===== src/rtl/alu_seq_pkg.sv =====
`default_nettype none
// ============================================================================
//  Module      : alu_seq_pkg
//  Description : Shared opcode encodings, FSM state type and opcode helpers
//                for the multi-cycle sequential ALU.
//  Revision    : 1.0 - initial release
// ============================================================================
package alu_seq_pkg;

    // Opcode encodings carried on SELECT
    localparam logic [2:0] c_OP_FWD = 3'b000;  // result = B
    localparam logic [2:0] c_OP_ADD = 3'b001;  // result = A + B
    localparam logic [2:0] c_OP_AND = 3'b010;  // result = A & B
    localparam logic [2:0] c_OP_OR  = 3'b011;  // result = A | B
    localparam logic [2:0] c_OP_SUB = 3'b100;  // result = A - B
    localparam logic [2:0] c_OP_SLL = 3'b101;  // result = A << B[SHW-1:0]
    localparam logic [2:0] c_OP_SRL = 3'b110;  // result = A >> B[SHW-1:0]
    localparam logic [2:0] c_OP_MUL = 3'b111;  // {hi,lo} = A * B unsigned

    // Controller states
    typedef enum logic [1:0] {
        ST_IDLE = 2'd0,
        ST_EXEC = 2'd1,
        ST_MUL  = 2'd2
    } state_t;

    // True for the two iterative shift opcodes
    function automatic logic is_shift(input logic [2:0] op);
        return (op == c_OP_SLL) || (op == c_OP_SRL);
    endfunction

endpackage : alu_seq_pkg
`default_nettype wire


===== src/rtl/alu_seq_mul_iter.sv =====
`default_nettype none
// ============================================================================
//  Module      : alu_seq_mul_iter
//  Description : Radix-2 shift-add unsigned multiplier. One multiplier bit is
//                consumed per cycle, LSB first; WIDTH iterations per product.
//                o_last flags the cycle whose closing edge completes the
//                product, and o_product carries that completed value.
//  Revision    : 1.0 - initial release
// ============================================================================
module alu_seq_mul_iter #(
    parameter int WIDTH = 8
) (
    input  logic                 clk,
    input  logic                 rst,
    input  logic                 i_start,
    input  logic [WIDTH-1:0]     i_a,
    input  logic [WIDTH-1:0]     i_b,
    output logic                 o_last,
    output logic [2*WIDTH-1:0]   o_product
);

    localparam int CW = $clog2(WIDTH) + 1;

    logic [WIDTH-1:0]   mcand_q, mcand_d;
    logic [2*WIDTH-1:0] prod_q,  prod_d;   // {partial sum, remaining multiplier}
    logic [CW-1:0]      cnt_q,   cnt_d;

    logic [WIDTH-1:0]   w_addend;
    logic [WIDTH:0]     w_sum;
    logic [2*WIDTH-1:0] w_step;

    // One shift-add step: add multiplicand into upper half if LSB set, then shift right
    always_comb begin
        w_addend = prod_q[0] ? mcand_q : '0;
        w_sum    = {1'b0, prod_q[2*WIDTH-1:WIDTH]} + {1'b0, w_addend};
        w_step   = {w_sum, prod_q[WIDTH-1:1]};
    end

    // Load operands on start, otherwise iterate while the counter is non-zero
    always_comb begin
        mcand_d = mcand_q;
        prod_d  = prod_q;
        cnt_d   = cnt_q;
        if (i_start) begin
            mcand_d = i_a;
            prod_d  = {{WIDTH{1'b0}}, i_b};
            cnt_d   = CW'(WIDTH);
        end else if (cnt_q != '0) begin
            prod_d  = w_step;
            cnt_d   = cnt_q - CW'(1);
        end
    end

    // Datapath registers
    always_ff @(posedge clk or posedge rst) begin
        if (rst) begin
            mcand_q <= '0;
            prod_q  <= '0;
            cnt_q   <= '0;
        end else begin
            mcand_q <= mcand_d;
            prod_q  <= prod_d;
            cnt_q   <= cnt_d;
        end
    end

    assign o_last    = (cnt_q == CW'(1));
    assign o_product = w_step;

endmodule : alu_seq_mul_iter
`default_nettype wire


===== src/rtl/alu_seq.sv =====
`default_nettype none
// ============================================================================
//  Module      : alu_seq
//  Description : Multi-cycle ALU with start/busy/done handshake. Single-cycle
//                logic/arithmetic ops, one-bit-per-cycle shifts and an
//                iterative shift-add multiplier. Result and flags are
//                registered and hold until the next DONE.
//  Revision    : 1.0 - initial release
// ============================================================================
module alu_seq
    import alu_seq_pkg::*;
#(
    parameter int WIDTH = 8
) (
    input  logic             CLK,
    input  logic             RESET,
    input  logic             START,
    input  logic [2:0]       SELECT,
    input  logic [WIDTH-1:0] DATA1,
    input  logic [WIDTH-1:0] DATA2,
    output logic [WIDTH-1:0] RESULT,
    output logic [WIDTH-1:0] RESULT_HI,
    output logic             BUSY,
    output logic             DONE,
    output logic             ZERO,
    output logic             CARRY,
    output logic             OVERFLOW
);

    localparam int SHW = $clog2(WIDTH);

    state_t             state_q, state_d;
    logic [2:0]         op_q, op_d;
    logic [WIDTH-1:0]   a_q, a_d;          // operand A; doubles as the shift register
    logic [WIDTH-1:0]   b_q, b_d;
    logic [SHW-1:0]     cnt_q, cnt_d;      // remaining EXEC cycles
    logic               shift_en_q, shift_en_d;
    logic [WIDTH-1:0]   result_q, result_d;
    logic [WIDTH-1:0]   result_hi_q, result_hi_d;
    logic               carry_q, carry_d;
    logic               ovf_q, ovf_d;
    logic               done_q, done_d;

    logic [SHW-1:0]     w_shamt;
    logic [WIDTH:0]     w_sum;
    logic [WIDTH:0]     w_diff;
    logic [WIDTH-1:0]   w_shift_val;
    logic               w_shift_out;
    logic [WIDTH-1:0]   w_res;
    logic               w_carry;
    logic               w_ovf;
    logic               w_mul_start;
    logic               w_mul_last;
    logic [2*WIDTH-1:0] w_mul_product;

    assign w_shamt = DATA2[SHW-1:0];

    alu_seq_mul_iter #(
        .WIDTH (WIDTH)
    ) u_mul (
        .clk       (CLK),
        .rst       (RESET),
        .i_start   (w_mul_start),
        .i_a       (DATA1),
        .i_b       (DATA2),
        .o_last    (w_mul_last),
        .o_product (w_mul_product)
    );

    // Operation results from the latched operands, including one shift step
    always_comb begin
        w_sum       = {1'b0, a_q} + {1'b0, b_q};
        w_diff      = {1'b0, a_q} - {1'b0, b_q};
        w_shift_val = a_q;
        w_shift_out = 1'b0;
        w_res       = '0;
        w_carry     = 1'b0;
        w_ovf       = 1'b0;
        case (op_q)
            c_OP_FWD: w_res = b_q;
            c_OP_ADD: begin
                w_res   = w_sum[WIDTH-1:0];
                w_carry = w_sum[WIDTH];
                w_ovf   = (a_q[WIDTH-1] == b_q[WIDTH-1]) &&
                          (w_sum[WIDTH-1] != a_q[WIDTH-1]);
            end
            c_OP_AND: w_res = a_q & b_q;
            c_OP_OR:  w_res = a_q | b_q;
            c_OP_SUB: begin
                w_res   = w_diff[WIDTH-1:0];
                w_carry = w_diff[WIDTH];       // borrow: A < B unsigned
                w_ovf   = (a_q[WIDTH-1] != b_q[WIDTH-1]) &&
                          (w_diff[WIDTH-1] != a_q[WIDTH-1]);
            end
            c_OP_SLL: begin
                w_shift_val = {a_q[WIDTH-2:0], 1'b0};
                w_shift_out = a_q[WIDTH-1];
                w_res       = shift_en_q ? w_shift_val : a_q;
                w_carry     = shift_en_q & w_shift_out;
            end
            c_OP_SRL: begin
                w_shift_val = {1'b0, a_q[WIDTH-1:1]};
                w_shift_out = a_q[0];
                w_res       = shift_en_q ? w_shift_val : a_q;
                w_carry     = shift_en_q & w_shift_out;
            end
            default: w_res = '0;
        endcase
    end

    // Next-state and output-register update for the controller
    always_comb begin
        state_d     = state_q;
        op_d        = op_q;
        a_d         = a_q;
        b_d         = b_q;
        cnt_d       = cnt_q;
        shift_en_d  = shift_en_q;
        result_d    = result_q;
        result_hi_d = result_hi_q;
        carry_d     = carry_q;
        ovf_d       = ovf_q;
        done_d      = 1'b0;
        w_mul_start = 1'b0;
        case (state_q)
            ST_IDLE: begin
                if (START) begin
                    op_d = SELECT;
                    a_d  = DATA1;
                    b_d  = DATA2;
                    if (SELECT == c_OP_MUL) begin
                        w_mul_start = 1'b1;
                        state_d     = ST_MUL;
                    end else begin
                        state_d = ST_EXEC;
                        if (is_shift(SELECT)) begin
                            // A zero shift amount still takes one cycle
                            shift_en_d = (w_shamt != '0);
                            cnt_d      = (w_shamt == '0) ? SHW'(1) : w_shamt;
                        end else begin
                            shift_en_d = 1'b0;
                            cnt_d      = SHW'(1);
                        end
                    end
                end
            end
            ST_EXEC: begin
                if (shift_en_q) begin
                    a_d = w_shift_val;
                end
                if (cnt_q == SHW'(1)) begin
                    result_d    = w_res;
                    result_hi_d = '0;
                    carry_d     = w_carry;
                    ovf_d       = w_ovf;
                    done_d      = 1'b1;
                    state_d     = ST_IDLE;
                end else begin
                    cnt_d = cnt_q - SHW'(1);
                end
            end
            ST_MUL: begin
                if (w_mul_last) begin
                    result_d    = w_mul_product[WIDTH-1:0];
                    result_hi_d = w_mul_product[2*WIDTH-1:WIDTH];
                    carry_d     = 1'b0;
                    ovf_d       = 1'b0;
                    done_d      = 1'b1;
                    state_d     = ST_IDLE;
                end
            end
            default: state_d = ST_IDLE;
        endcase
    end

    // Controller and output registers; reset aborts any operation in flight
    always_ff @(posedge CLK or posedge RESET) begin
        if (RESET) begin
            state_q     <= ST_IDLE;
            op_q        <= c_OP_FWD;
            a_q         <= '0;
            b_q         <= '0;
            cnt_q       <= '0;
            shift_en_q  <= 1'b0;
            result_q    <= '0;
            result_hi_q <= '0;
            carry_q     <= 1'b0;
            ovf_q       <= 1'b0;
            done_q      <= 1'b0;
        end else begin
            state_q     <= state_d;
            op_q        <= op_d;
            a_q         <= a_d;
            b_q         <= b_d;
            cnt_q       <= cnt_d;
            shift_en_q  <= shift_en_d;
            result_q    <= result_d;
            result_hi_q <= result_hi_d;
            carry_q     <= carry_d;
            ovf_q       <= ovf_d;
            done_q      <= done_d;
        end
    end

    assign RESULT    = result_q;
    assign RESULT_HI = result_hi_q;
    assign BUSY      = (state_q != ST_IDLE);
    assign DONE      = done_q;
    assign ZERO      = ~|{result_hi_q, result_q};
    assign CARRY     = carry_q;
    assign OVERFLOW  = ovf_q;

endmodule : alu_seq
`default_nettype wire


===== config.mk =====
export PLATFORM = sky130hd
export DESIGN_NAME = alu_seq
export DESIGN_NICKNAME = d
export VERILOG_FILES = /design/src/rtl/alu_seq_pkg.sv /design/src/rtl/alu_seq_mul_iter.sv /design/src/rtl/alu_seq.sv
export SDC_FILE = /design/constraint.sdc
export NUM_CORES = 1
export LEC_CHECK = 0
export CAP_MARGIN = 10
export CORE_MARGIN = 2
export CORE_UTILIZATION = 59
export DETAILED_ROUTE_END_ITERATION = 8
export HOLD_SLACK_MARGIN = 0.08
export PLACE_DENSITY = 0.81
export SYNTH_ARGS = -nofsm -noshare
export SYNTH_HDL_FRONTEND = slang
export SYNTH_SLANG_ARGS = --single-unit

===== constraint.sdc =====
create_clock -name CLK -period 2.91 [get_ports CLK]
set_input_delay 0.582 -clock CLK [delete_from_list [all_inputs] [get_ports CLK]]
set_output_delay 0.582 -clock CLK [all_outputs]
set_load 0.01 [all_outputs]

==> results.py <==
metrics = {
    "final_layout": {
        "layout-drive-gt1-share_pct": 10.1,
        "fillerInstances": 688,
        "layout.core_utilization_pct": 68.5,
        "diodes": 0,
        "finalNetCount": 675,
        "multi_input_comb_area_mm2": 0.00307,
        "flow.area_growth_from_synthesis_pct": 14.5,
        "final-seq-area_mm2": 0.00180,
    },
    "worst_setup_path": {
        "path_class": "reg -> out",
        "startpoint_of_the_worst_slack_reg_to_reg_timing_path": "a_q[2]",
        "critPathMaxFanout": 3,
        "crit-reg2reg-capture": "RESULT[7]",
        "timing.reg2reg.setup_slack_ns": 0.38,
        "worst_setup_ep_type": "output pin",
        "setup.worst_path.start_class": "flip-flop",
        "worstPathArrival_ns": 1.97,
        "critPathRequiredTime_ns": 2.33,
        "worstRegToRegCells": 8,
    },
    "clocking": {
        "clk-insertion-delay-late_ns": 0.35,
        "clockRootBuffer": "sky130_fd_sc_hd__clkbuf_8",
        "clock_sinks": 72,
        "cts.htree.levels": 3,
        "cts_hold_buf": 0,
        "post_cts_resized": 0,
        "cts_inserted_buffers": 9,
        "tritoncts": "built",
        "cts_setup_buffers": 0,
        "worst_setup_hold_path_clk_slew_ns": 0.09,
        "ctsLongestPathBuffers": 2,
    },
    "flow_run": {
        "cap_viol_max_count": 0,
    },
    "sta": {
        "worst_slew_pin_slew_ns": 0.916,
        "final.setup.worst_slack_ns": 0.355,
        "grt_setup_unrepaired": "false",
        "final_max_slew_viol_count": 0,
        "timing.max_slew.rel_slack_pct": 38.8,
        "period_needed_ns": 2.55,
        "clock-skew-final_ns": 0.00984,
        "setup_viol": 0,
        "fmaxAchievable_mhz": 391,
        "post-route-period-util_pct": 87.8,
        "report.final.hold_viol_count": 0,
        "totalNegativeSetupSlack_ns": 0,
    },
    "global_routing": {
        "grt_first_pass_wirelength_um": 23000,
        "grt_usage_pct": 30.4,
        "grt-ovfl-total": 0,
        "antenna_violations_before_repair": 0,
        "grt_pass1_vias": 4441,
        "grt_max_degree": 73,
    },
    "placement": {
        "detailedPlace.worstSlack_ns": 0.443,
        "dp_hpwl_um": 10600,
        "io_buffer_count": 42,
        "gp_routability_congestion": 0.932,
    },
    "route": {
        "drc": 0,
        "first_pass_iters": 5,
        "totalWireLength_um": 14000,
        "first_iter_violations": 434,
        "antenna_left": 0,
        "vias": 4531,
        "drt-wirelength-per-cell_um": 19.3,
        "post_drt_via_cell_ratio": 6.27,
    },
    "floorplan": {
        "io_pins": 43,
        "die_height_um": 97.3,
        "width_of_the_chip_um": 97.3,
        "floorplan.initialDensity_pct": 59.8,
        "core_area_mm2": 0.00859,
        "dieArea_mm2": 0.00947,
        "fp-row-count": 34,
    },
    "worst_hold_path": {
        "timing.hold.worst_path_depth": 2,
        "worstHoldStart": "cnt_q[1]",
        "worst_hold_path_type": "reg -> reg",
        "holdPathEnd": "cnt_q[1]",
    },
    "yosys": {
        "mappedNetlistNets": 636,
        "syn_avg_cell_area_um2": 9.00,
        "async_reset_ff_share_pct": 100,
        "post_synth_inst_count": 571,
        "synthesis.yosys.warnings": 0,
        "synth_edf_count": 0,
        "mappedNetlistArea_mm2": 0.00514,
        "yosys.cell_types.count": 69,
        "most_used_flip_flop_cell_after_synthesis": "sky130_fd_sc_hd__dfrtp_1",
        "synth_seq_area_share_pct": 35.1,
        "number_of_synthesized_register_bits": 72,
    },
    "pwr": {
        "clockPowerShare_pct": 12.2,
        "power.leakage_nw": 2.59,
        "power.switching_fraction_pct": 47.3,
        "vdd_ir_drop_max_v": 0.000657,
        "pwr-share-comb_pct": 60.8,
        "p_int_mw": 3.93,
        "net-switching-power_mw": 3.53,
        "seqPwrFrac_pct": 27.0,
        "power-per-cell-area_mw_per_mm2": 1270,
    },
    "run_status": {
        "outcome": "complete, no violations",
    },
}
-- kinds of logic (layout without fill, tap and decap cells) --
group | after synthesis | count (layout) | share of synthesized area (%)
AOI/OAI and AO/OA | 164 | 164 | 21.6
DFF | 72 | 72 | 35.1
adders and majority gates | 43 | 43 | 10.9
and+or+nand+nor | 176 | 176 | 16.4
buffers and inverters | 60 | 104 | 5.21
muxes | 37 | 37 | 7.67
xor gates and xnor gates | 19 | 19 | 3.24
-- sequential cells by signal, summed over array words and instances (netlist names) --
name	cells
b_q	8
RESULT	8
u_mul.cnt_q	4
a_q	8
CARRY	1
cnt_q	3
op_q	3
shift_en_q	1
u_mul.prod_q	16
u_mul.mcand_q	8
state_q	2
DONE	1
RESULT_HI	8
OVERFLOW	1
-- worst max-delay path, stage by stage (launching register included) --
cell and delay (ns):
sky130_fd_sc_hd__dfrtp_1 0.42, sky130_fd_sc_hd__nor4_1 0.43, sky130_fd_sc_hd__and4_1 0.24, sky130_fd_sc_hd__clkdlybuf4s50_1 0.53
-- placed cells by master, fill, tap and decap left out, types with 4 or more instances in the layout --
cell,n
sky130_fd_sc_hd__buf_4,13
sky130_fd_sc_hd__mux2i_1,18
sky130_fd_sc_hd__a31oi_1,4
sky130_fd_sc_hd__o22ai_1,8
sky130_fd_sc_hd__nand3_1,5
sky130_fd_sc_hd__xor2_1,5
sky130_fd_sc_hd__and2_1,8
sky130_fd_sc_hd__ha_1,40
sky130_fd_sc_hd__a211oi_1,8
sky130_fd_sc_hd__o221ai_1,4
sky130_fd_sc_hd__clkdlybuf4s50_1,42
sky130_fd_sc_hd__a21oi_1,43
sky130_fd_sc_hd__nor2b_1,9
sky130_fd_sc_hd__nand2_1,57
sky130_fd_sc_hd__clkbuf_8,9
sky130_fd_sc_hd__a22oi_1,9
sky130_fd_sc_hd__nand2b_1,13
sky130_fd_sc_hd__nor4_1,4
sky130_fd_sc_hd__o31ai_1,4
sky130_fd_sc_hd__a22o_1,8
sky130_fd_sc_hd__a221o_1,6
sky130_fd_sc_hd__dfrtp_1,72
sky130_fd_sc_hd__inv_1,30
sky130_fd_sc_hd__xnor2_1,14
sky130_fd_sc_hd__nor3_1,12
sky130_fd_sc_hd__mux2_2,19
sky130_fd_sc_hd__o21ai_0,38
sky130_fd_sc_hd__nor2_1,48
-- synth_stat cells (all sizes together), types with 14 or more instances --
cell	instances	area share, %
nand2	57	4.2
clkbuf	17	1.3
dfrtp	72	35
ha	40	9.7
mux2	19	4.2
o21ai	38	3.7
xnor2	14	2.4
inv	31	2.3
nor2	49	3.6
mux2i	18	3.5
a21oi	43	4.2
-- area by class of cell --
cell class	count	share of cell area, %
Inverter	32	2.04
Tap cell	108	2.30
Timing Repair Buffer	56	9.14
Clock inverter	6	1.53
Sequential cell	72	30.6
Clock buffer	10	2.17
Multi-Input combinational cell	439	52.2
-- routing by layer --
layer / global-route usage (%) / part of all wire, % / up-vias
met5: 0 / 0 / -
met4: 10.6 / 2.4 / 0
met3: 4.32 / 5.1 / 22
met2: 48.9 / 49 / 170
met1: 42.5 / 44 / 2212
li1: - / - / 2127
-- worst max path at each step --
| stage | startpoint | end | slack, ns | cells past startpoint |
|---|---|---|---|---|
| global placement | a_q[2] | RESULT[7] | 0.54 | 8 |
| detailed placement | a_q[2] | RESULT[7] | 0.44 | 8 |
| finish | RESULT[4] | ZERO | 0.36 | 3 |
| floorplan | RESET | CARRY | 0.50 | 1 |
| global route | a_q[1] | RESULT[5] | 0.19 | 8 |
| CTS | RESULT[4] | ZERO | 0.33 | 3 |
-- through the flow --
step	cells	hold WS (ns)	power [mW]	cell area, um2
after floorplan	571	0.450	5.24	5140
after global placement	707	0.468	6.32	5670
after detailed placement	707	0.484	6.46	5670
after CTS	723	0.506	7.39	5890
after global routing	723	0.524	8.02	5890
final	723	0.500	7.46	5890
-- power groups by stage --
stage / Clock (mW) / Combinational, mW / Sequential, mW
floorplan: 0 / 3.44 / 1.80
global placement: 0 / 4.34 / 1.98
detailed placement: 0 / 4.44 / 2.02
CTS: 0.916 / 4.47 / 2.00
global route: 0.960 / 4.98 / 2.08
finish: 0.913 / 4.54 / 2.01
Note: power is estimated with default switching activity, not from simulation.
